<file path="config.mk">
export PLATFORM = sky130hd
export DESIGN_NAME = seq_detect_param_flat
export DESIGN_NICKNAME = d
export VERILOG_FILES = /design/src/rtl/seq_detect_pkg.sv /design/src/rtl/seq_detect_param_if.sv /design/src/rtl/seq_match_cnt.sv /design/src/rtl/seq_detect_param.sv /design/src/flat_wrapper.sv
export SDC_FILE = /design/constraint.sdc
export NUM_CORES = 1
export LEC_CHECK = 0
export BUFFER_PORTS_ARGS = -buffer_cell sky130_fd_sc_hd__buf_2
export CAP_MARGIN = 10
export CORE_MARGIN = 2
export CORE_UTILIZATION = 60
export DETAILED_ROUTE_END_ITERATION = 10
export GPL_TIMING_DRIVEN = 0
export PLACE_DENSITY_LB_ADDON = 0.1
export SLEW_MARGIN = 20
export SYNTH_ARGS = -nofsm -noshare
export SYNTH_HDL_FRONTEND = slang
export SYNTH_SLANG_ARGS = --single-unit
</file>
<file path="constraint.sdc">
create_clock -name clk -period 4.7 [get_ports clk]
set_input_delay 1.41 -clock clk [delete_from_list [all_inputs] [get_ports clk]]
set_output_delay 1.41 -clock clk [all_outputs]
set_load 0.01 [all_outputs]
</file>
<file path="src/rtl/seq_detect_pkg.sv">
// Shared types, constants and helpers for the parametrised serial pattern detector.
// Contents: default pattern, state-width helper, longest prefix/suffix match function.
// Optional feature macro used by the detector: SEQ_DETECT_MATCH_CNT_EN.
package seq_detect_pkg;

    localparam int unsigned MAX_LEN = 32;
    localparam logic [6:0]  PAT_DEFAULT_7 = 7'b1110010;

    typedef logic [MAX_LEN-1:0] word_t;

    // Bits needed to hold a prefix length in 0..pat_len.
    function automatic int unsigned state_w(input int unsigned pat_len);
        return $clog2(pat_len + 1);
    endfunction

    // Largest k <= min(fill, pat_len) such that the k newest history bits equal
    // the first k pattern bits (pattern MSB-first, right-aligned in pat).
    function automatic int unsigned prefix_match(input word_t       hist,
                                                 input word_t       pat,
                                                 input int unsigned fill,
                                                 input int unsigned pat_len);
        int unsigned best;
        word_t       mask;
        best = 0;
        for (int unsigned k = 1; k <= MAX_LEN; k++) begin
            if (k <= pat_len && k <= fill) begin
                // For k == MAX_LEN the shift yields 0 and the subtraction wraps to all-ones.
                mask = (word_t'(1) << k) - word_t'(1);
                if ((hist & mask) == ((pat >> (pat_len - k)) & mask)) begin
                    best = k;
                end
            end
        end
        return best;
    endfunction

endpackage

</file>
<file path="src/rtl/seq_detect_param_if.sv">
// Bus bundle between the serial front end / control logic and seq_detect_param.
// master: drives in, in_valid, overlap_en, pat_load, pat_data, cnt_clr; sees out, state, match_cnt.
// slave : the detector side of the same signals.
interface seq_detect_param_if #(
    parameter int unsigned PAT_LEN = 7,
    parameter int unsigned CNT_W   = 8
) ();
    import seq_detect_pkg::*;

    localparam int unsigned STATE_W = state_w(PAT_LEN);

    logic               in;
    logic               in_valid;
    logic               overlap_en;
    logic               pat_load;
    logic [PAT_LEN-1:0] pat_data;
    logic               cnt_clr;
    logic               out;
    logic [STATE_W-1:0] state;
    logic [CNT_W-1:0]   match_cnt;

    modport master (
        output in, in_valid, overlap_en, pat_load, pat_data, cnt_clr,
        input  out, state, match_cnt
    );

    modport slave (
        input  in, in_valid, overlap_en, pat_load, pat_data, cnt_clr,
        output out, state, match_cnt
    );

endinterface

</file>
<file path="src/rtl/seq_match_cnt.sv">
// Saturating match counter with synchronous clear.
// Ports: clk, reset (sync, active-low), inc (count one match), clr (clear, wins over inc),
//        cnt (registered count, sticks at all-ones).
module seq_match_cnt #(
    parameter int unsigned CNT_W = 8
) (
    input  logic             clk,
    input  logic             reset,
    input  logic             inc,
    input  logic             clr,
    output logic [CNT_W-1:0] cnt
);

    always_ff @(posedge clk) begin
        if (!reset) begin
            cnt <= '0;
        end else if (clr) begin
            cnt <= '0;
        end else if (inc && cnt != '1) begin
            cnt <= cnt + CNT_W'(1);
        end
    end

endmodule

</file>
<file path="src/rtl/seq_detect_param.sv">
// Parametrised serial bit-pattern detector with runtime-loadable pattern and
// selectable overlapping / non-overlapping detection.
// Ports: clk, reset (sync, active-low), bus (seq_detect_param_if.slave):
//   in/in_valid serial stream, overlap_en mode, pat_load/pat_data pattern load,
//   cnt_clr counter clear, out match pulse, state matched-prefix length, match_cnt.
// Macro SEQ_DETECT_MATCH_CNT_EN: compiles in the saturating match counter; when
// undefined match_cnt is tied to 0 and cnt_clr is ignored.
module seq_detect_param
    import seq_detect_pkg::*;
#(
    parameter int unsigned        PAT_LEN     = 7,
    parameter logic [PAT_LEN-1:0] PAT_DEFAULT = PAT_LEN'(PAT_DEFAULT_7),
    parameter int unsigned        CNT_W       = 8
) (
    input logic                clk,
    input logic                reset,
    seq_detect_param_if.slave  bus
);

    localparam int unsigned STATE_W = state_w(PAT_LEN);

    logic [PAT_LEN-1:0] pat_q;
    logic [PAT_LEN-1:0] hist_q;
    logic [STATE_W-1:0] fill_q;
    logic [STATE_W-1:0] state_q;
    logic               out_q;

    logic [PAT_LEN-1:0] hist_nx;
    logic [STATE_W-1:0] fill_nx;
    logic [STATE_W-1:0] state_nx;
    logic               accept_c;
    logic               match_c;

    // Candidate history/fill for an accepted bit and the resulting matched-prefix length.
    always_comb begin
        hist_nx  = {hist_q[PAT_LEN-2:0], bus.in};
        fill_nx  = (fill_q == STATE_W'(PAT_LEN)) ? fill_q : fill_q + STATE_W'(1);
        // Non-overlapping: after a full match only the new bit may start a match.
        if (state_q == STATE_W'(PAT_LEN) && !bus.overlap_en) begin
            fill_nx = STATE_W'(1);
        end
        state_nx = STATE_W'(prefix_match(MAX_LEN'(hist_nx), MAX_LEN'(pat_q),
                                         32'(fill_nx), PAT_LEN));
        accept_c = bus.in_valid && !bus.pat_load;
        match_c  = accept_c && (state_nx == STATE_W'(PAT_LEN));
    end

    // Pattern, history and matched-prefix state; load clears progress but keeps history.
    always_ff @(posedge clk) begin
        if (!reset) begin
            pat_q   <= PAT_DEFAULT;
            hist_q  <= '0;
            fill_q  <= '0;
            state_q <= '0;
            out_q   <= 1'b0;
        end else if (bus.pat_load) begin
            pat_q   <= bus.pat_data;
            fill_q  <= '0;
            state_q <= '0;
            out_q   <= 1'b0;
        end else if (bus.in_valid) begin
            hist_q  <= hist_nx;
            fill_q  <= fill_nx;
            state_q <= state_nx;
            out_q   <= match_c;
        end else begin
            out_q   <= 1'b0;
        end
    end

    assign bus.out   = out_q;
    assign bus.state = state_q;

`ifdef SEQ_DETECT_MATCH_CNT_EN
    seq_match_cnt #(
        .CNT_W (CNT_W)
    ) u_match_cnt (
        .clk   (clk),
        .reset (reset),
        .inc   (match_c),
        .clr   (bus.cnt_clr),
        .cnt   (bus.match_cnt)
    );
`else
    logic unused_cnt_clr;
    assign unused_cnt_clr = bus.cnt_clr;
    assign bus.match_cnt  = '0;
`endif

endmodule

</file>
<file path="src/flat_wrapper.sv">
// flat-port wrapper written by rule: the top's interface ports become plain ports
module seq_detect_param_flat import seq_detect_pkg::*;
#(
    parameter int unsigned        PAT_LEN     = 7,
    parameter logic [PAT_LEN-1:0] PAT_DEFAULT = PAT_LEN'(PAT_DEFAULT_7),
    parameter int unsigned        CNT_W       = 8
)
  (clk, reset, bus_in, bus_in_valid, bus_overlap_en, bus_pat_load, bus_pat_data, bus_cnt_clr, bus_out, bus_state, bus_match_cnt);
  seq_detect_param_if #(.PAT_LEN(PAT_LEN), .CNT_W(CNT_W)) bus_i ();
  input logic clk;
  input logic reset;
  input wire logic [$bits(bus_i.in)-1:0] bus_in;
  input wire logic [$bits(bus_i.in_valid)-1:0] bus_in_valid;
  input wire logic [$bits(bus_i.overlap_en)-1:0] bus_overlap_en;
  input wire logic [$bits(bus_i.pat_load)-1:0] bus_pat_load;
  input wire logic [$bits(bus_i.pat_data)-1:0] bus_pat_data;
  input wire logic [$bits(bus_i.cnt_clr)-1:0] bus_cnt_clr;
  output wire logic [$bits(bus_i.out)-1:0] bus_out;
  output wire logic [$bits(bus_i.state)-1:0] bus_state;
  output wire logic [$bits(bus_i.match_cnt)-1:0] bus_match_cnt;
  assign bus_i.in = bus_in;
  assign bus_i.in_valid = bus_in_valid;
  assign bus_i.overlap_en = bus_overlap_en;
  assign bus_i.pat_load = bus_pat_load;
  assign bus_i.pat_data = bus_pat_data;
  assign bus_i.cnt_clr = bus_cnt_clr;
  assign bus_out = bus_i.out;
  assign bus_state = bus_i.state;
  assign bus_match_cnt = bus_i.match_cnt;
  seq_detect_param #(.PAT_LEN(PAT_LEN), .PAT_DEFAULT(PAT_DEFAULT), .CNT_W(CNT_W)) u_core (.clk(clk), .reset(reset), .bus(bus_i));
endmodule
</file>
After elaboration in Yosys (flattened, before gate mapping)
Cells that the tools add are included.
- add/subtract/negate cells: 1
- $lt $le $gt $ge: 7
- equality and inequality tests: 10
- multiplexer cells: 16
- bitwise logic cells: 3
- reduce and logical (&&, ||, !) cells: 8
- operators with widths (cell ; number):
    $mux W3 ; 13
    $le A3 B3 Y1 const A ; 4
    $eq A3 B3 Y1 const B ; 3
    $eq A7 B7 Y1 ; 1
    $eq A6 B6 Y1 ; 1
    $le A2 B3 Y1 const A ; 2
    $eq A5 B5 Y1 ; 1
    $eq A4 B4 Y1 ; 1
    $add A3 B1 Y3 const B ; 1
    $eq A3 B3 Y1 ; 1
    $le A1 B3 Y1 const A ; 1
    $logic_and A1 B1 Y1 ; 3
    $not A1 Y1 ; 3
    $reduce_or A3 Y1 ; 1
    $eq A2 B2 Y1 ; 1
    $logic_not A1 Y1 ; 2
    $mux W1 ; 2
    $mux W2 ; 1
    $reduce_and A2 Y1 ; 1
    $reduce_or A2 Y1 ; 1
    $eq A1 B1 Y1 ; 1
- register bits after elaboration: 20
- input port bits: 14
- output and inout bits: 12
- word-level logic and storage cells: 50

Logic depth before layout (Yosys ltp)
- word-level depth: 19
- gate-level depth with buffers: 6
- gate-level depth less buffers: 6

Least setup slack after synthesis
No wires, ideal clock.
- path kind: in2reg
- start: in bus_in
- end: reg u_core.state_q[0], in the netlist u_core.bus.state[0]
- library setup time: 0.086 ns
- data arrival time: 2.456 ns
- required time: 4.614 ns
- setup slack: 2.158 ns
- stages: 6
- buffers on the path: 1
- cell sequence: buf_6 xnor2_2 nand3_2 nor4_4 a311oi_1 a221oi_2
- longest elaborated chain between the ends: 15
- elaborated cells between the ends (all ways): 21
- those cells by class: 7 x eq/ne; 14 x mux
- ends and longest elaborated chain (element ; line ; text):
    from (decl) ; flat_wrapper.sv:12 ; input wire logic [$bits(bus_i.in)-1:0] bus_in;
    $eq A1 B1 Y1 ; seq_detect_pkg.sv:29 ; if ((hist & mask) == ((pat >> (pat_len - k)) & mask)) begin
    $mux W1 ; seq_detect_pkg.sv:29 ;
    $mux W1 ; seq_detect_pkg.sv:26 ; if (k <= pat_len && k <= fill) begin
    $mux W2 ; seq_detect_pkg.sv:29 ;
    $mux W3 ; seq_detect_pkg.sv:26 ;
    $mux W3 ; seq_detect_pkg.sv:29 ;
    $mux W3 ; seq_detect_pkg.sv:26 ;
    $mux W3 ; seq_detect_pkg.sv:29 ;
    $mux W3 ; seq_detect_pkg.sv:26 ;
    $mux W3 ; seq_detect_pkg.sv:29 ;
    $mux W3 ; seq_detect_pkg.sv:26 ;
    $mux W3 ; seq_detect_pkg.sv:29 ;
    $mux W3 ; seq_detect_pkg.sv:26 ;
    $mux W3 ; seq_detect_pkg.sv:29 ;
    $mux W3 * ; seq_detect_pkg.sv:26 ;
    to (signal assigned) ; seq_detect_param.sv:64 ; state_q <= state_nx;
    to (decl) ; seq_detect_param.sv:25 ; logic [STATE_W-1:0] state_q;
Every way passes the cells marked *; elsewhere a longest branch is shown, timed or not.
A chain may end at the register's enable or synchronous reset.

Worst setup path after layout
- start: in bus_overlap_en
- end: reg u_core.state_q[0], in the netlist u_core.bus.state[0]
- longest elaborated chain between the ends: 17
- elaborated cells between the ends (all ways): 23
- those cells by class: 7 x order compare; 14 x mux; 2 x reduce/logical
- ends and longest elaborated chain (element ; line ; text):
    from (decl) ; flat_wrapper.sv:14 ; input wire logic [$bits(bus_i.overlap_en)-1:0] bus_overlap_en;
    $logic_not A1 Y1 * ; seq_detect_param.sv:39 ; if (state_q == STATE_W'(PAT_LEN) && !bus.overlap_en) begin
    $logic_and A1 B1 Y1 * ; seq_detect_param.sv:39 ;
    $mux W3 * ; seq_detect_param.sv:39 ;
    $le A1 B3 Y1 ; seq_detect_pkg.sv:26 ;
    $mux W1 ; seq_detect_pkg.sv:26 ;
    $mux W2 ; seq_detect_pkg.sv:29 ;
    $mux W3 ; seq_detect_pkg.sv:26 ;
    $mux W3 ; seq_detect_pkg.sv:29 ;
    $mux W3 ; seq_detect_pkg.sv:26 ;
    $mux W3 ; seq_detect_pkg.sv:29 ;
    $mux W3 ; seq_detect_pkg.sv:26 ;
    $mux W3 ; seq_detect_pkg.sv:29 ;
    $mux W3 ; seq_detect_pkg.sv:26 ;
    $mux W3 ; seq_detect_pkg.sv:29 ;
    $mux W3 ; seq_detect_pkg.sv:26 ;
    $mux W3 ; seq_detect_pkg.sv:29 ;
    $mux W3 * ; seq_detect_pkg.sv:26 ;
Marks and branches as above.

==> flow_summary.json <==
{
  "status": "finished clean",
  "final-max-slew-violation-count": 0,
  "worstPathMaxFanout": 4,
  "cts-htree-levels": 1,
  "gr-total-overflow": 0,
  "worst_pin_slew_ns": 0.4970,
  "peakVddDrop_v": 0.0002114,
  "synth.distinct_cells": 45,
  "tns_ns": 0,
  "tritoncts": "done",
  "synth_area_um2": 1481,
  "dp_cells": 209,
  "die_width_um": 53.69,
  "yosysWarnings": 0,
  "ys.flop_type": "dfxtp_1",
  "fp-row-count": 18,
  "fmax_ghz": 0.4022,
  "root_buffer": "clkbuf_4",
  "synthCells": 158,
  "async_reset_ff_share_pct": 0,
  "core_area_um2": 2410,
  "setup_viol": 0,
  "finalHoldViolCount": 0,
  "first_pass_iters": 4,
  "final.setup_skew_ns": 0.002666,
  "die_h_um": 53.69,
  "drc_errors": 0,
  "gr-usage-all-layers_pct": 21.85,
  "final_cell_mix": "20 x buf_2, 20 x dfxtp_1, 19 x xnor2_1",
  "min_path_type": "flop to flop",
  "start_util_pct": 61.47,
  "power_density_nw_per_um2": 218.6,
  "wl_per_cell_um": 13.07,
  "cts_buffers": 3,
  "vias_per_cell": 5.357,
  "clkSinkCount": 20,
  "synth_edf_count": 0,
  "grt_pass1_wl_um": 4588,
  "nNetsFinal": 199,
  "finalCritPeriodShare_pct": 52.90,
  "io_buffers": 14,
  "grt_max_degree": 12,
  "critPathCaptureType": "flop",
  "cp.required_ns": 4.93,
  "cap_violations": 0,
  "relSlewSlack_pct": 66.56,
  "yosys_register_bits": 20,
  "clock_path_buffers": 2,
  "finalNonFillerCells": 213,
  "layout-drive-gt1-share_pct": 26.78,
  "gp_congestion": 0.8330,
  "clock_latency_ns": 0.31,
  "rsz0062_at_grt": "no",
  "antenna_found_initial": 0,
  "io_pins": 26,
  "cts-resized-gates": 0,
  "dp_hpwl_um": 2213,
  "wirelength_um": 2783,
  "p_leak_uw": 0.0006831,
  "vias": 1141,
  "cp-start-kind": "input pin",
  "syn_avg_cell_area_um2": 9.376,
  "path_clk_slew_ns": 0.11,
  "arrival_ns": 2.72,
  "post-route-min-period_ns": 2.486,
  "yosysSeqAreaShare_pct": 27.03,
  "dr.first_iter.drc_count": 13,
  "ant_nets": 0,
  "fill_cells": 209,
  "antenna_cells": 0,
  "synthToLayoutAreaGrowth_pct": 11.49,
  "crit_type": "input pin to flop",
  "cts_hold_buffers": 0,
  "die_area_um2": 2883,
  "postCtsSetupRepairBufs": 0,
  "first_global_vias": 1036
}
==> through the flow <==
stage | hold WS, ns | utilization, % | cell area (um^2) | total power [uW] | setup WS, ns
2_1_floorplan | 0.5058 | - | 1508 | 248.9 | 2.158
3_3_place_gp | 0.5292 | 67.03 | 1615 | 261.9 | 1.918
3_5_place_dp | 0.5342 | 67.03 | 1615 | 264.4 | 1.900
4_1_cts | 0.5612 | 68.54 | 1652 | 363.7 | 2.217
5_1_grt | 0.5903 | 68.54 | 1652 | 378.6 | 2.133
6_report | 0.5571 | 68.54 | 1652 | 361.0 | 2.214
==> power by group <==
part           switching, uW  internal [uW]
clock network           52.8           47.4
registers               4.01            175
logic                   41.9           40.1
==> final timing paths <==
path | to | cells past startpoint | slack (ns) | start
max | u_core.bus.state[0] | 6 | 2.21 | bus_overlap_en
min | u_core.pat_q[1] | 2 | 0.56 | u_core.pat_q[1]
max reg2reg | u_core.bus.state[0] | 6 | 2.77 | u_core.fill_q[0]
min reg2reg | u_core.pat_q[1] | 2 | 0.56 | u_core.pat_q[1]
==> state kept, by name, summed over array words and instances (netlist names) <==
register	cells
u_core.pat_q	7
u_core.hist_q	6
u_core.bus.state	3
u_core.fill_q	3
u_core.bus.out	1
==> worst max-delay path, stage by stage <==
cell,delay (ns)
buf_2,0.10
and4b_1,0.33
a21oi_2,0.07
a2111oi_4,0.44
a311oi_1,0.12
a221oi_2,0.24
==> cells by family (layout without fill, tap and decap cells) <==
family                     count (synthesis)  after routing  share of synthesized area, %
DFF                                       20             20                         27.03
muxes                                     16             16                         11.66
and+or+nand+nor                           47             47                         19.17
xor gates and xnor gates                  28             28                         18.07
other                                      1              8                        0.2531
adders and majority gates                  1              1                        0.8445
buffers and inverters                     21             39                         9.375
AOI/OAI and AO/OA                         24             24                         13.60
==> Yosys cell counts, types with 2 or more instances <==
cell type  count  area (um^2)
buf_4          8        60.06
nand4b_1       2        17.52
nand2b_1       2        12.51
nand4_1        3        18.77
mux2i_1       15        150.1
nand2_1       10        37.54
xnor2_1       19        166.4
buf_6          3        33.78
nor2_1         6        22.52
a21oi_1        4        20.02
clkbuf_1       4        15.01
buf_2          6        30.03
xor2_1         6        52.55
xnor2_2        3        48.80
o21ai_0        5        25.02
dfxtp_1       20        400.4
nand3_1        2        10.01
nor2b_1       12        75.07
nand2_2        2        12.51
==> layer usage <==
metal  vias to the layer above  routed length (um)  global-route usage (%)
met5                         -                   0                       0
met4                         0                  71                   11.11
met3                         7                 113                   3.611
met2                        30                1402                   36.18
met1                       526                1196                   27.09
li1                        578                   -                       -
==> layout make-up <==
| type | instances | area (um^2) | area share, % |
|---|---|---|---|
| plain buffers | 21 | 138.9 | 8.409 |
| clock buffers | 4 | 36.28 | 2.197 |
| multi-input cells | 124 | 968.4 | 58.64 |
| flip-flops and latches | 20 | 400.4 | 24.24 |
| well taps | 30 | 37.54 | 2.273 |
| repair buffers | 14 | 70.07 | 4.242 |
Power figures use the tool's default switching activity.
